**src/rtl/clock_pkg.sv**
```systemverilog
// Shared definitions for the seconds tick generator: run/pause state encoding
// and the default divider / debounce constants.
package clock_pkg;

  // Run/pause control state of the tick generator.
  typedef enum logic [0:0] {
    ST_RUN   = 1'b0,
    ST_PAUSE = 1'b1
  } run_state_e;

  // clk cycles per seconds tick (50 MHz board clock).
  localparam int unsigned DEFAULT_DIV       = 50_000_000;
  // Consecutive stable cycles (10 ms at 50 MHz) before a button level is accepted.
  localparam int unsigned DEFAULT_DB_CYCLES = 500_000;

  // The opposite run/pause state; unknown encodings fall back to RUN.
  function automatic run_state_e toggle_state(input run_state_e cur);
    run_state_e nxt;
    case (cur)
      ST_RUN:   nxt = ST_PAUSE;
      ST_PAUSE: nxt = ST_RUN;
      default:  nxt = ST_RUN;
    endcase
    return nxt;
  endfunction

endpackage

```
**src/rtl/btn_conditioner.sv**
```systemverilog
// Raw push-button conditioning: 2-flop synchronizer, counter debouncer and a
// single-cycle press pulse on the debounced rising edge.
module btn_conditioner
  import clock_pkg::*;
#(
  parameter int unsigned DB_CYCLES = DEFAULT_DB_CYCLES
) (
  input  logic clk,
  input  logic reset,
  input  logic btn_raw,
  output logic press
);

  localparam int unsigned     DB_W    = $clog2(DB_CYCLES + 1);
  // The level flips on the DB_CYCLES-th consecutive mismatching cycle.
  localparam logic [DB_W-1:0] DB_LAST = DB_W'(DB_CYCLES - 1);
  localparam logic [DB_W-1:0] DB_ONE  = DB_W'(1);
  localparam logic [DB_W-1:0] DB_ZERO = DB_W'(0);

  logic            sync_q1_r;
  logic            sync_q2_r;
  logic [DB_W-1:0] db_cnt_r;
  logic [DB_W-1:0] db_cnt_nxt_s;
  logic            level_r;
  logic            level_nxt_s;
  logic            level_d_r;
  logic            press_s;

  // Two-stage synchronizer bringing the asynchronous button into the clk domain.
  always_ff @(posedge clk) begin
    if (reset) begin
      sync_q1_r <= 1'b0;
      sync_q2_r <= 1'b0;
    end else begin
      sync_q1_r <= btn_raw;
      sync_q2_r <= sync_q1_r;
    end
  end

  // Debounce: count consecutive disagreeing cycles, adopt the new level at terminal count.
  always_comb begin
    db_cnt_nxt_s = DB_ZERO;
    level_nxt_s  = level_r;
    if (sync_q2_r != level_r) begin
      if (db_cnt_r == DB_LAST) begin
        level_nxt_s  = sync_q2_r;
        db_cnt_nxt_s = DB_ZERO;
      end else begin
        level_nxt_s  = level_r;
        db_cnt_nxt_s = db_cnt_r + DB_ONE;
      end
    end else begin
      // Agreement breaks any run of mismatches.
      db_cnt_nxt_s = DB_ZERO;
      level_nxt_s  = level_r;
    end
  end

  // Debounce state and the delayed level used for edge detection.
  always_ff @(posedge clk) begin
    if (reset) begin
      db_cnt_r  <= DB_ZERO;
      level_r   <= 1'b0;
      level_d_r <= 1'b0;
    end else begin
      db_cnt_r  <= db_cnt_nxt_s;
      level_r   <= level_nxt_s;
      level_d_r <= level_r;
    end
  end

  // Press pulse on the 0->1 debounced transition; holding or releasing adds nothing.
  always_comb begin
    press_s = level_r & ~level_d_r;
  end

  assign press = press_s;

endmodule

```
**src/rtl/sec_tick_gen.sv**
```systemverilog
// Seconds tick generator: prescales clk down to a one-cycle inc_sec pulse per
// DIV cycles, with run/pause and single-step buttons, a time-set hold, and a
// 1 Hz blink derived from the prescaler count.
module sec_tick_gen
  import clock_pkg::*;
#(
  parameter int unsigned DIV       = DEFAULT_DIV,
  parameter int unsigned DB_CYCLES = DEFAULT_DB_CYCLES
) (
  input  logic clk,
  input  logic reset,
  input  logic run_btn,
  input  logic step_btn,
  input  logic set,
  output logic inc_sec,
  output logic blink,
  output logic running
);

  localparam int unsigned      CNT_W    = $clog2(DIV);
  localparam logic [CNT_W-1:0] CNT_LAST = CNT_W'(DIV - 1);
  localparam logic [CNT_W-1:0] CNT_HALF = CNT_W'(DIV / 2);
  localparam logic [CNT_W-1:0] CNT_ONE  = CNT_W'(1);
  localparam logic [CNT_W-1:0] CNT_ZERO = CNT_W'(0);

  logic             run_press_s;
  logic             step_press_s;
  run_state_e       state_r;
  run_state_e       state_nxt_s;
  logic [CNT_W-1:0] cnt_r;
  logic [CNT_W-1:0] cnt_nxt_s;
  logic             step_pulse_r;
  logic             step_pulse_nxt_s;
  logic             inc_sec_s;
  logic             blink_s;
  logic             running_s;

  btn_conditioner #(
    .DB_CYCLES (DB_CYCLES)
  ) u_run_cond (
    .clk     (clk),
    .reset   (reset),
    .btn_raw (run_btn),
    .press   (run_press_s)
  );

  btn_conditioner #(
    .DB_CYCLES (DB_CYCLES)
  ) u_step_cond (
    .clk     (clk),
    .reset   (reset),
    .btn_raw (step_btn),
    .press   (step_press_s)
  );

  // Run/pause state register; reset lands in RUN.
  always_ff @(posedge clk) begin
    if (reset) begin
      state_r <= ST_RUN;
    end else begin
      state_r <= state_nxt_s;
    end
  end

  // Next state: a run press toggles; set has no influence on the state.
  always_comb begin
    state_nxt_s = state_r;
    case (state_r)
      ST_RUN: begin
        if (run_press_s) begin
          state_nxt_s = toggle_state(state_r);
        end else begin
          state_nxt_s = ST_RUN;
        end
      end
      ST_PAUSE: begin
        if (run_press_s) begin
          state_nxt_s = toggle_state(state_r);
        end else begin
          state_nxt_s = ST_PAUSE;
        end
      end
      default: begin
        state_nxt_s = ST_RUN;
      end
    endcase
  end

  // Prescaler: forced to zero under set, wraps at DIV-1 in RUN, frozen in PAUSE.
  always_comb begin
    cnt_nxt_s = cnt_r;
    if (set) begin
      cnt_nxt_s = CNT_ZERO;
    end else if (state_r == ST_RUN) begin
      if (cnt_r == CNT_LAST) begin
        cnt_nxt_s = CNT_ZERO;
      end else begin
        cnt_nxt_s = cnt_r + CNT_ONE;
      end
    end else begin
      cnt_nxt_s = cnt_r;
    end
  end

  // Step request: only honoured while paused, and a simultaneous run press wins.
  always_comb begin
    step_pulse_nxt_s = 1'b0;
    if (step_press_s && (state_r == ST_PAUSE) && !run_press_s && !set) begin
      step_pulse_nxt_s = 1'b1;
    end else begin
      step_pulse_nxt_s = 1'b0;
    end
  end

  // Prescaler count and the registered manual-step pulse.
  always_ff @(posedge clk) begin
    if (reset) begin
      cnt_r        <= CNT_ZERO;
      step_pulse_r <= 1'b0;
    end else begin
      cnt_r        <= cnt_nxt_s;
      step_pulse_r <= step_pulse_nxt_s;
    end
  end

  // Output decode from registered state; set masks every tick source.
  always_comb begin
    inc_sec_s = 1'b0;
    if (set) begin
      inc_sec_s = 1'b0;
    end else if ((state_r == ST_RUN) && (cnt_r == CNT_LAST)) begin
      inc_sec_s = 1'b1;
    end else begin
      inc_sec_s = step_pulse_r;
    end
    blink_s   = (cnt_r >= CNT_HALF);
    running_s = (state_r == ST_RUN);
  end

  assign inc_sec = inc_sec_s;
  assign blink   = blink_s;
  assign running = running_s;

endmodule

```
**config.mk**
```make
export PLATFORM = sky130hd
export DESIGN_NAME = sec_tick_gen
export DESIGN_NICKNAME = d
export VERILOG_FILES = /design/src/rtl/clock_pkg.sv /design/src/rtl/btn_conditioner.sv /design/src/rtl/sec_tick_gen.sv
export SDC_FILE = /design/constraint.sdc
export NUM_CORES = 1
export LEC_CHECK = 0
export CAP_MARGIN = 20
export CORE_ASPECT_RATIO = 0.6
export CORE_MARGIN = 10
export CORE_UTILIZATION = 40
export CTS_CLUSTER_SIZE = 25
export DETAILED_ROUTE_END_ITERATION = 6
export PLACE_DENSITY = 0.56
export RECOVER_POWER = 50
export SYNTH_ARGS = -nofsm -noshare
export SYNTH_HDL_FRONTEND = slang
export SYNTH_HIERARCHICAL = 1
export SYNTH_SLANG_ARGS = --single-unit
```
**constraint.sdc**
```tcl
create_clock -name clk -period 4 [get_ports clk]
set_clock_uncertainty 0.15 [all_clocks]
set_input_delay 0.4 -clock clk [delete_from_list [all_inputs] [get_ports clk]]
set_output_delay 0.4 -clock clk [all_outputs]
set_load 0.05 [all_outputs]
```
==> results of run 1 <==
-- sequential cells by signal (all words and copies together), names as in the netlist --
signal / count
u_run_cond/level_d_r: 1
state_r: 1
u_run_cond/level_r: 1
u_run_cond/sync_q2_r: 1
step_pulse_r: 1
u_step_cond/db_cnt_r: 19
u_run_cond/db_cnt_r: 19
cnt_r: 26
u_step_cond/level_d_r: 1
u_step_cond/sync_q1_r: 1
u_run_cond/sync_q1_r: 1
u_step_cond/sync_q2_r: 1
u_step_cond/level_r: 1
-- layout make-up --
| type | instances | share of cell area, % |
|---|---|---|
| sequential | 74 | 38.3 |
| timing repair buffer | 8 | 2.00 |
| inverter | 19 | 1.84 |
| clock buffer | 13 | 6.72 |
| multi-input combinational | 293 | 47.5 |
| tap | 112 | 3.62 |
-- cell families after synthesis --
logic type	synth area share, %
xor+xnor	9.56
fa+ha+maj	1.44
buf+inv	3.45
mux	0.935
flops	42.6
compound gates	9.85
simple gates	32.2
-- worst max-delay path by stage --
stage / startpoint / to / cells after the start
6_report: cnt_r[7] / inc_sec / 5
5_1_grt: cnt_r[7] / inc_sec / 5
4_1_cts: cnt_r[7] / inc_sec / 5
3_5_place_dp: cnt_r[7] / inc_sec / 5
3_3_place_gp: cnt_r[7] / inc_sec / 5
2_1_floorplan: cnt_r[7] / inc_sec / 4
-- synthesized netlist by cell type, drive strengths merged --
cell type | instances | share of area, %
or4bb | 2 | 0.65
or3 | 10 | 1.8
dfxtp | 74 | 43
xor2 | 11 | 2.8
nand3 | 20 | 3.2
nor2 | 54 | 5.8
and4b | 2 | 0.58
nand2b | 1 | 0.18
o31ai | 9 | 3.1
and3 | 4 | 0.72
ha | 4 | 1.4
buf | 4 | 1.1
nand2 | 25 | 2.7
a31oi | 2 | 0.36
o21ai | 11 | 1.6
and4 | 3 | 0.76
nand3b | 3 | 0.65
or4b | 2 | 0.58
clkbuf | 3 | 0.32
o41ai | 1 | 0.25
nor2b | 11 | 2.0
or3b | 2 | 0.50
or4 | 14 | 3.6
a21o | 1 | 0.22
a21oi | 25 | 3.8
nor3 | 10 | 1.4
xnor2 | 27 | 6.8
mux2 | 2 | 0.65
nor4 | 10 | 1.8
nand4 | 19 | 4.3
and2 | 2 | 0.36
mux2i | 1 | 0.29
o2111ai | 1 | 0.25
or2 | 2 | 0.36
inv | 19 | 2.0
o311ai | 1 | 0.25
nor4b | 1 | 0.25
-- worst register-to-register path, stage by stage (launching register included) --
cell and delay (ns):
dfxtp_1 0.37, ha_1 0.21, nand3_1 0.24, or4_1 0.54, o31ai_2 1.07, nor2_1 0.14
-- metrics by stage --
stage | power (mW) | instance area, sq um | worst slack (ns)
finish | 1.49 | 3870 | 0.270
global placement | 0.781 | 3650 | 0.673
detailed placement | 0.782 | 3650 | 0.666
CTS | 1.51 | 3910 | 0.297
global route | 1.55 | 3870 | 0.147
floorplan | 0.774 | 3480 | 0.917
-- layout by cell type (no fill, tap or decap), types with 11 or more instances in the layout --
cell type / netlist / final
xnor2_1: 27 / 27
nand4_1: 17 / 17
a21oi_1: 23 / 23
nor2b_1: 11 / 11
xor2_1: 11 / 11
nor2_1: 54 / 54
o21ai_0: 11 / 11
inv_1: 19 / 19
dfxtp_1: 74 / 74
nand2_1: 25 / 25
nand3_1: 18 / 20
-- report_power, final --
| group | leakage, nW | internal [mW] | switching [mW] |
|---|---|---|---|
| Sequential | 0.597 | 0.741 | 0.00246 |
| Clock | 0.128 | 0.443 | 0.279 |
| Combinational | 0.386 | 0.00837 | 0.0132 |
-- routing by layer --
| metal | GRT usage [%] | routed length, um |
|---|---|---|
| met2 | 15.4 | 2720 |
| met4 | 4.02 | 73 |
| met5 | 0 | 0 |
| met1 | 17.5 | 4150 |
| met3 | 4.69 | 289 |
==> reports/metrics.yaml, run 1 <==
status: "completed"
drt-total-wl_um: 7230
slew_violations: 0
track_usage_pct: 12.0
hold_end: "u_run_cond/sync_q2_r"
cts_tree: "done"
register_area_sq_um: 1480
ir_drop_uv: 212
path_class: "flip-flop to output pin"
ys_ff_latch: 74
worstPathCellList: "or4_1, or4_1, or3_1, a21oi_1, clkdlybuf4s50_1"
worst_path_max_delay_cell: "clkdlybuf4s50_1"
path_clk_slew_ns: 0.05
core.rowCount: 26
die_area_sq_um: 13000
stdcell_count: 519
area_delta_synth_final_pct: 11.2
drive_gt1_share_pct: 7.37
drv_cap: 0
worst_ep_arrival_time_ns: 3.18
clock-sinks: 74
holdCritStartpoint: "u_run_cond/sync_q1_r"
routedWlPerCell_um: 13.9
path_buf_inv: 1
path_max_fanout: 7
core-area_sq_um: 8490
hold_depth: 1
rr_startpoint: "u_run_cond/db_cnt_r[0]"
grt_pass1_vias: 2584
drtAntennaViolNets: 0
tns_ns: 0
end_kind: "output pin"
cts_buffer_depth: 2
post-route-period-util_pct: 93.2
finalNetCount: 414
post_cts_buffers: 0
first_pass_iters: 4
start_kind: "flip-flop"
cts_resized: 0
crit_top_cell: "or4_1"
grt_overflow: 0
cpPeakStageDelay_ns: 0.82
drc: 0
fmax_mhz: 268
yosys_warnings: 6
die_y_um: 92.2
finalCriticalPeriod_ns: 3.73
powerDensity_nw_per_um2: 384
gp_congestion: 0.813
ys_seq_area_share_pct: 42.6
synth.cell_area_sq_um: 3480
fp.dieW_um: 140
slew_headroom_pct: 10.4
vias: 2776
r2r-end: "u_run_cond/db_cnt_r[8]"
drtIter0Drc: 225
portBuffers: 7
hold_viol_final: 0
postCtsHoldBufs: 0
start_util_pct: 41.0
fin_util_pct: 45.6
rsz0062_at_grt: "no"
synthCells: 393
syn_avg_cell_area_sq_um: 8.85
p_leak_nw: 1.11
grt_max_degree: 23
hpwlAfterDp_um: 5080
fin_hold_ws_ns: 0.292
tightestPinTransition_ns: 1.34
critPathRequiredTime_ns: 3.45
reg2reg_slack_ns: 1.11
fillers: 841
crit_family: "simple AND/OR/NAND/NOR gates"
vias_per_cell: 5.35
clock_latency_ns: 0.33
cts_root_buf: "clkbuf_16"
place_inst: 506
multi_input_area_sq_um: 1840
htreeDepth: 3
synth_fp_nets: 402
grt_pass1_wl_um: 12900
diodes: 0
setup-violations-final: 0
r2r_cells: 5
cts_inserted_buffers: 9
ios: 8
hp-class: "flip-flop to flip-flop"
synth_cell_type_count: 45
antenna_found_initial: 0
No activity file was read; power rests on OpenSTA's default activity.
==> run 2: changes to the inputs <==
PLACE_DENSITY = default   (was 0.56)
PLACE_DENSITY_LB_ADDON = 0.15   (was default)
==> run 2 against run 1 <==
  * First-iteration DRC count fell by 23%
  * Worst hold slack improved by 0.0037 ns
  * Critical path depth did not move
  * Via count fell by 1.2%
  * Critical endpoint unchanged
  * Largest power group is now the clock network
==> reports/metrics.yaml, run 2 (synthesis gave the netlist of run 1 again) <==
core.rowCount: 26  # unchanged
setup-violations-final: 0  # unchanged
path_max_fanout: 7  # unchanged
cts_buffer_depth: 2  # unchanged
end_kind: "output pin"
antenna_found_initial: 0  # unchanged
routedWlPerCell_um: 13.6  # -2.3%
fp.dieW_um: 140  # unchanged
fin_util_pct: 46.2  # +0.60 points
drtIter0Drc: 173  # -23%
cts_tree: "done"
drc: 0  # unchanged
combPwrFrac_pct: 1.3  # about the same
slew_headroom_pct: 10.3  # -0.098 points
hold_viol_final: 0  # unchanged
post-route-period-util_pct: 92.9  # -0.32 points
crit_family: "simple AND/OR/NAND/NOR gates"
seqPwrFrac_pct: 46.0  # -4.0 points
drv_cap: 0  # unchanged
cts_inserted_buffers: 9  # unchanged
worstPathCellList: "or4_1, or4_1, or3_1, a21oi_1, clkdlybuf4s50_1"
stdcell_count: 521  # +0.39%
tightestPinTransition_ns: 1.34  # +0.00146 ns
critPathRequiredTime_ns: 3.45  # about the same
hp-class: "flip-flop to flip-flop"
r2r-end: "u_step_cond/db_cnt_r[12]"
path_class: "flip-flop to output pin"
grt_overflow: 0  # unchanged
first_pass_iters: 4  # unchanged
crit_end: "inc_sec"
die_area_sq_um: 13000  # unchanged
startpoint: "cnt_r[7]"
drive_gt1_share_pct: 8.31  # +0.94 points
crit_top_cell: "or4_1"
hpwlAfterDp_um: 5000  # -1.6%
fmax_mhz: 269  # +0.34%
place_inst: 505  # -0.20%
core-area_sq_um: 8490  # unchanged
worst_path_max_delay_cell: "clkdlybuf4s50_1"
status: "completed"
track_usage_pct: 11.8  # -0.27 points
worst_ep_arrival_time_ns: 3.17  # about the same
fillers: 822  # -2.3%
start_kind: "flip-flop"
p_sw_share_pct: 19.2  # -0.65 points
post_cts_buffers: 0  # unchanged
finalPower_mw: 1.62  # +8.7%
top_regs: "cnt_r: 26 flops, u_run_cond/db_cnt_r: 19 flops, u_step_cond/db_cnt_r: 19 flops"
htreeDepth: 3  # unchanged
slew_violations: 0  # unchanged
layout_commonest_cell: "dfxtp_1"
finalNetCount: 413  # -0.24%
clock_latency_ns: 0.33  # about the same
ios: 8  # unchanged
drt-total-wl_um: 7090  # -1.9%
crit_cells: 5  # unchanged
grt_pass1_vias: 2600  # +0.62%
reg2reg_slack_ns: 1.13  # +0.02 ns
finalCriticalPeriod_ns: 3.72  # -0.0128 ns
power.net_switching_uw: 310  # +5.1%
postCtsHoldBufs: 0  # unchanged
grt_max_degree: 23  # unchanged
drtAntennaViolNets: 0  # unchanged
final_cell_mix: "dfxtp_1, nor2_1, xnor2_1"
grt_pass1_wl_um: 12600  # -1.8%
diodes: 0  # unchanged
path_buf_inv: 1  # unchanged
r2r_cells: 5  # unchanged
p_int_mw: 1.31  # +9.6%
die_y_um: 92.2  # unchanged
portBuffers: 7  # unchanged
cpPeakStageDelay_ns: 0.82  # about the same
powerDensity_nw_per_um2: 412  # +7.3%
cts_resized: 0  # unchanged
start_util_pct: 41.0  # unchanged
vias_per_cell: 5.27  # -1.5%
rr_startpoint: "u_step_cond/db_cnt_r[0]"
clock-sinks: 74  # unchanged
area_delta_synth_final_pct: 12.7
p_leak_nw: 1.14  # +2.6%
regMostFlops: "cnt_r"
ir_drop_uv: 246  # +16%
vias: 2744  # -1.2%
pwr-share-clk_pct: 52.7  # +4.1 points
rsz0062_at_grt: "no"
path_clk_slew_ns: 0.06  # about the same
largest_reg_flops: 26  # unchanged
tns_ns: 0  # unchanged
gp_congestion: 0.819  # +0.78%
cts_root_buf: "clkbuf_16"
## run 2: changes by cell type in the layout (fill, tap and decap cells not counted)
cell | previous run | this run
bufinv_16 | 0 | 2
clkbuf_1 | 2 | 0
clkbuf_8 | 2 | 1
buf_4 | 1 | 0
clkinv_2 | 0 | 4
## run 2: worst register-to-register path, cell delays in order (launching register included)
cell	delay (ns)
dfxtp_1	0.38
ha_1	0.22
nand3_1	0.25
or4_1	0.51
o31ai_2	1.05
nor2_1	0.15
## run 2: power groups by stage
stage | clock network (mW) | registers, mW | logic (mW)
floorplan | 0 | 0.759 | 0.0156
global placement | 0 | 0.759 | 0.0225
detailed placement | 0 | 0.759 | 0.0227
CTS | 0.881 | 0.743 | 0.0229
global route | 0.911 | 0.743 | 0.0243
finish | 0.852 | 0.743 | 0.0215
## run 2: layout make-up
class                      count  area [sq um]  share of cell area, %
clock inverter                 6          80.1                   2.04
sequential                    74          1480                   37.8
tap                          112           140                   3.57
clock buffer                  10           239                   6.09
multi-input combinational    293          1840                   46.9
inverter                      19          71.3                   1.82
timing repair buffer           7          70.1                   1.79
## run 2: per-stage QoR
stage / hold slack, ns / setup slack, ns / cell area, sq um
after global placement: 0.279 / 0.690 / 3640
after floorplan: 0.264 / 0.917 / 3480
after detailed placement: 0.278 / 0.680 / 3640
after CTS: 0.302 / 0.311 / 3960
final: 0.296 / 0.283 / 3920
after global routing: 0.324 / 0.169 / 3920
## run 2: layer usage
metal / wire, um / share of wire (%) / GRT usage (%)
met1: 4010 / 57 / 17.4
met3: 337 / 4.8 / 3.40
met4: 22 / 0.31 / 4.88
met5: 0 / 0 / 0
met2: 2720 / 38 / 15.1
## run 2: worst min-delay path by stage
stage                                     start                     to  cells after the start
final                      u_run_cond/sync_q1_r   u_run_cond/sync_q2_r                      1
after global routing       u_run_cond/sync_q1_r   u_run_cond/sync_q2_r                      1
after CTS                 u_step_cond/sync_q1_r  u_step_cond/sync_q2_r                      1
after detailed placement  u_step_cond/sync_q1_r  u_step_cond/sync_q2_r                      1
after global placement    u_step_cond/sync_q1_r  u_step_cond/sync_q2_r                      1
after floorplan            u_run_cond/sync_q1_r   u_run_cond/sync_q2_r                      1
==> run 3: changes to the inputs <==
PLACE_DENSITY = 0.57   (was default)
PLACE_DENSITY_LB_ADDON = default   (was 0.15)
SLEW_MARGIN = 20   (was default)
==> run 3 against run 2 <==
  * Register-to-register slack got worse by 0.06 ns
  * Worst setup slack got worse by 0.014 ns
  * First-iteration DRC count up 17%
  * Critical endpoint unchanged
  * Final cell count grew 0.19%
  * Die area is the same
  * Largest cell class unchanged
  * Via count decreased by 0.26%
==> reports/metrics.yaml, run 3 (synthesis gave the netlist of run 1 again) <==
regMostFlops: "cnt_r"
path_max_fanout: 7  # unchanged
clock-sinks: 74  # unchanged
core.rowCount: 26  # unchanged
holdCritStartpoint: "u_step_cond/sync_q1_r"
htreeDepth: 3  # unchanged
powerDensity_nw_per_um2: 400  # -3.0%
start_kind: "flip-flop"
hp-class: "flip-flop to flip-flop"
path_class: "flip-flop to output pin"
top_regs: "cnt_r: 26 flops, u_run_cond/db_cnt_r: 19 flops, u_step_cond/db_cnt_r: 19 flops"
start_util_pct: 41.0  # unchanged
rsz0062_at_grt: "no"
drt-total-wl_um: 7090  # about the same
finalNetCount: 414  # +0.24%
drive_gt1_share_pct: 8.54  # +0.22 points
post_cts_buffers: 0  # unchanged
setup-violations-final: 0  # unchanged
tightestPinTransition_ns: 1.32  # -0.0142 ns
hpwlAfterDp_um: 4900  # -1.9%
fin_util_pct: 46.0  # -0.19 points
antenna_found_initial: 0  # unchanged
postCtsHoldBufs: 0  # unchanged
vias: 2737  # -0.26%
area_delta_synth_final_pct: 12.2
largest_reg_flops: 26  # unchanged
cts_buffer_depth: 2  # unchanged
die_area_sq_um: 13000  # unchanged
r2r-end: "u_step_cond/db_cnt_r[10]"
rr_startpoint: "u_step_cond/db_cnt_r[0]"
p_leak_nw: 1.12  # -2.0%
cts_resized: 0  # unchanged
layout_commonest_cell: "dfxtp_1"
portBuffers: 7  # unchanged
fillers: 848  # +3.2%
drv_cap: 0  # unchanged
worst_ep_arrival_time_ns: 3.18  # about the same
core-area_sq_um: 8490  # unchanged
vias_per_cell: 5.24  # -0.45%
ir_drop_uv: 220  # -11%
routedWlPerCell_um: 13.6  # -0.23%
end_kind: "output pin"
r2r_cells: 5  # unchanged
first_pass_iters: 4  # unchanged
tns_ns: 0  # unchanged
slew_violations: 0  # unchanged
cts_tree: "done"
cts_root_buf: "clkbuf_16"
reg2reg_slack_ns: 1.07  # -0.06 ns
track_usage_pct: 11.6  # -0.15 points
fp.dieW_um: 140  # unchanged
cts_inserted_buffers: 9  # unchanged
diodes: 0  # unchanged
ios: 8  # unchanged
drtIter0Drc: 202  # +17%
status: "completed"
drc: 0  # unchanged
clock_latency_ns: 0.34  # about the same
hold_depth: 1  # unchanged
slew_headroom_pct: 11.3  # +0.95 points
grt_pass1_vias: 2564  # -1.4%
critPathRequiredTime_ns: 3.45  # about the same
grt_pass1_wl_um: 12400  # -1.7%
die_y_um: 92.2  # unchanged
hold_end: "u_step_cond/sync_q2_r"
post-route-period-util_pct: 93.3  # +0.35 points
finalCriticalPeriod_ns: 3.73  # +0.0142 ns
final_cell_mix: "dfxtp_1, nor2_1, xnor2_1"
grt_overflow: 0  # unchanged
hold_viol_final: 0  # unchanged
drtAntennaViolNets: 0  # unchanged
fmax_mhz: 268  # -0.38%
startpoint: "cnt_r[7]"
gp_congestion: 0.780  # -4.8%
path_clk_slew_ns: 0.06  # about the same
grt_max_degree: 23  # unchanged
run 3: cell count changes in the layout (fill, tap and decap cells not counted):
cell | previous run | this run
clkbuf_8 | 1 | 0
bufinv_16 | 2 | 1
clkinvlp_4 | 0 | 4
clkinv_2 | 4 | 2
buf_4 | 0 | 1
run 3: worst max-delay path by stage:
stage,cells past startpoint,end
after floorplan,4,inc_sec
after global placement,5,inc_sec
after detailed placement,5,inc_sec
after CTS,5,inc_sec
after global routing,5,inc_sec
final,5,inc_sec
run 3: stage by stage:
stage | hold slack [ns] | power [mW] | instances | instance area [sq um] | worst slack [ns]
3_3_place_gp | 0.296 | 0.782 | 506 | 3650 | 0.688
5_1_grt | 0.319 | 1.63 | 522 | 3910 | 0.173
3_5_place_dp | 0.287 | 0.782 | 506 | 3650 | 0.680
4_1_cts | 0.304 | 1.59 | 522 | 3940 | 0.297
2_1_floorplan | 0.264 | 0.774 | 393 | 3480 | 0.917
6_report | 0.301 | 1.56 | 522 | 3910 | 0.269
run 3: area by class of cell:
cell class | instances | area [sq um] | area share [%]
clock inverter | 7 | 70.1 | 1.79
clock buffer | 9 | 225 | 5.77
multi-input combinational | 293 | 1840 | 47.1
inverter | 19 | 71.3 | 1.83
tap | 112 | 140 | 3.59
timing repair buffer | 8 | 77.6 | 1.99
sequential | 74 | 1480 | 37.9
run 3: metal layers:
layer	vias to the layer above	wire length [um]	GRT usage [%]
met2	52	2660	14.9
met4	0	86	3.94
met1	1252	3930	16.6
met5	-	0	0
met3	9	413	4.94
li1	1424	-	-
run 3: worst max-delay path, cell delays in order (launching register included):
cell and delay, ns:
dfxtp_1 0.36, or4_1 0.55, or4_1 0.61, or3_1 0.34, a21oi_1 0.17, clkdlybuf4s50_1 0.83
run 3: power by group:
group / internal [mW] / leakage (nW) / switching [mW]
logic: 0.00835 / 0.386 / 0.0132
registers: 0.741 / 0.597 / 0.00241
clock network: 0.480 / 0.133 / 0.318
total: 1.23 / 1.12 / 0.333
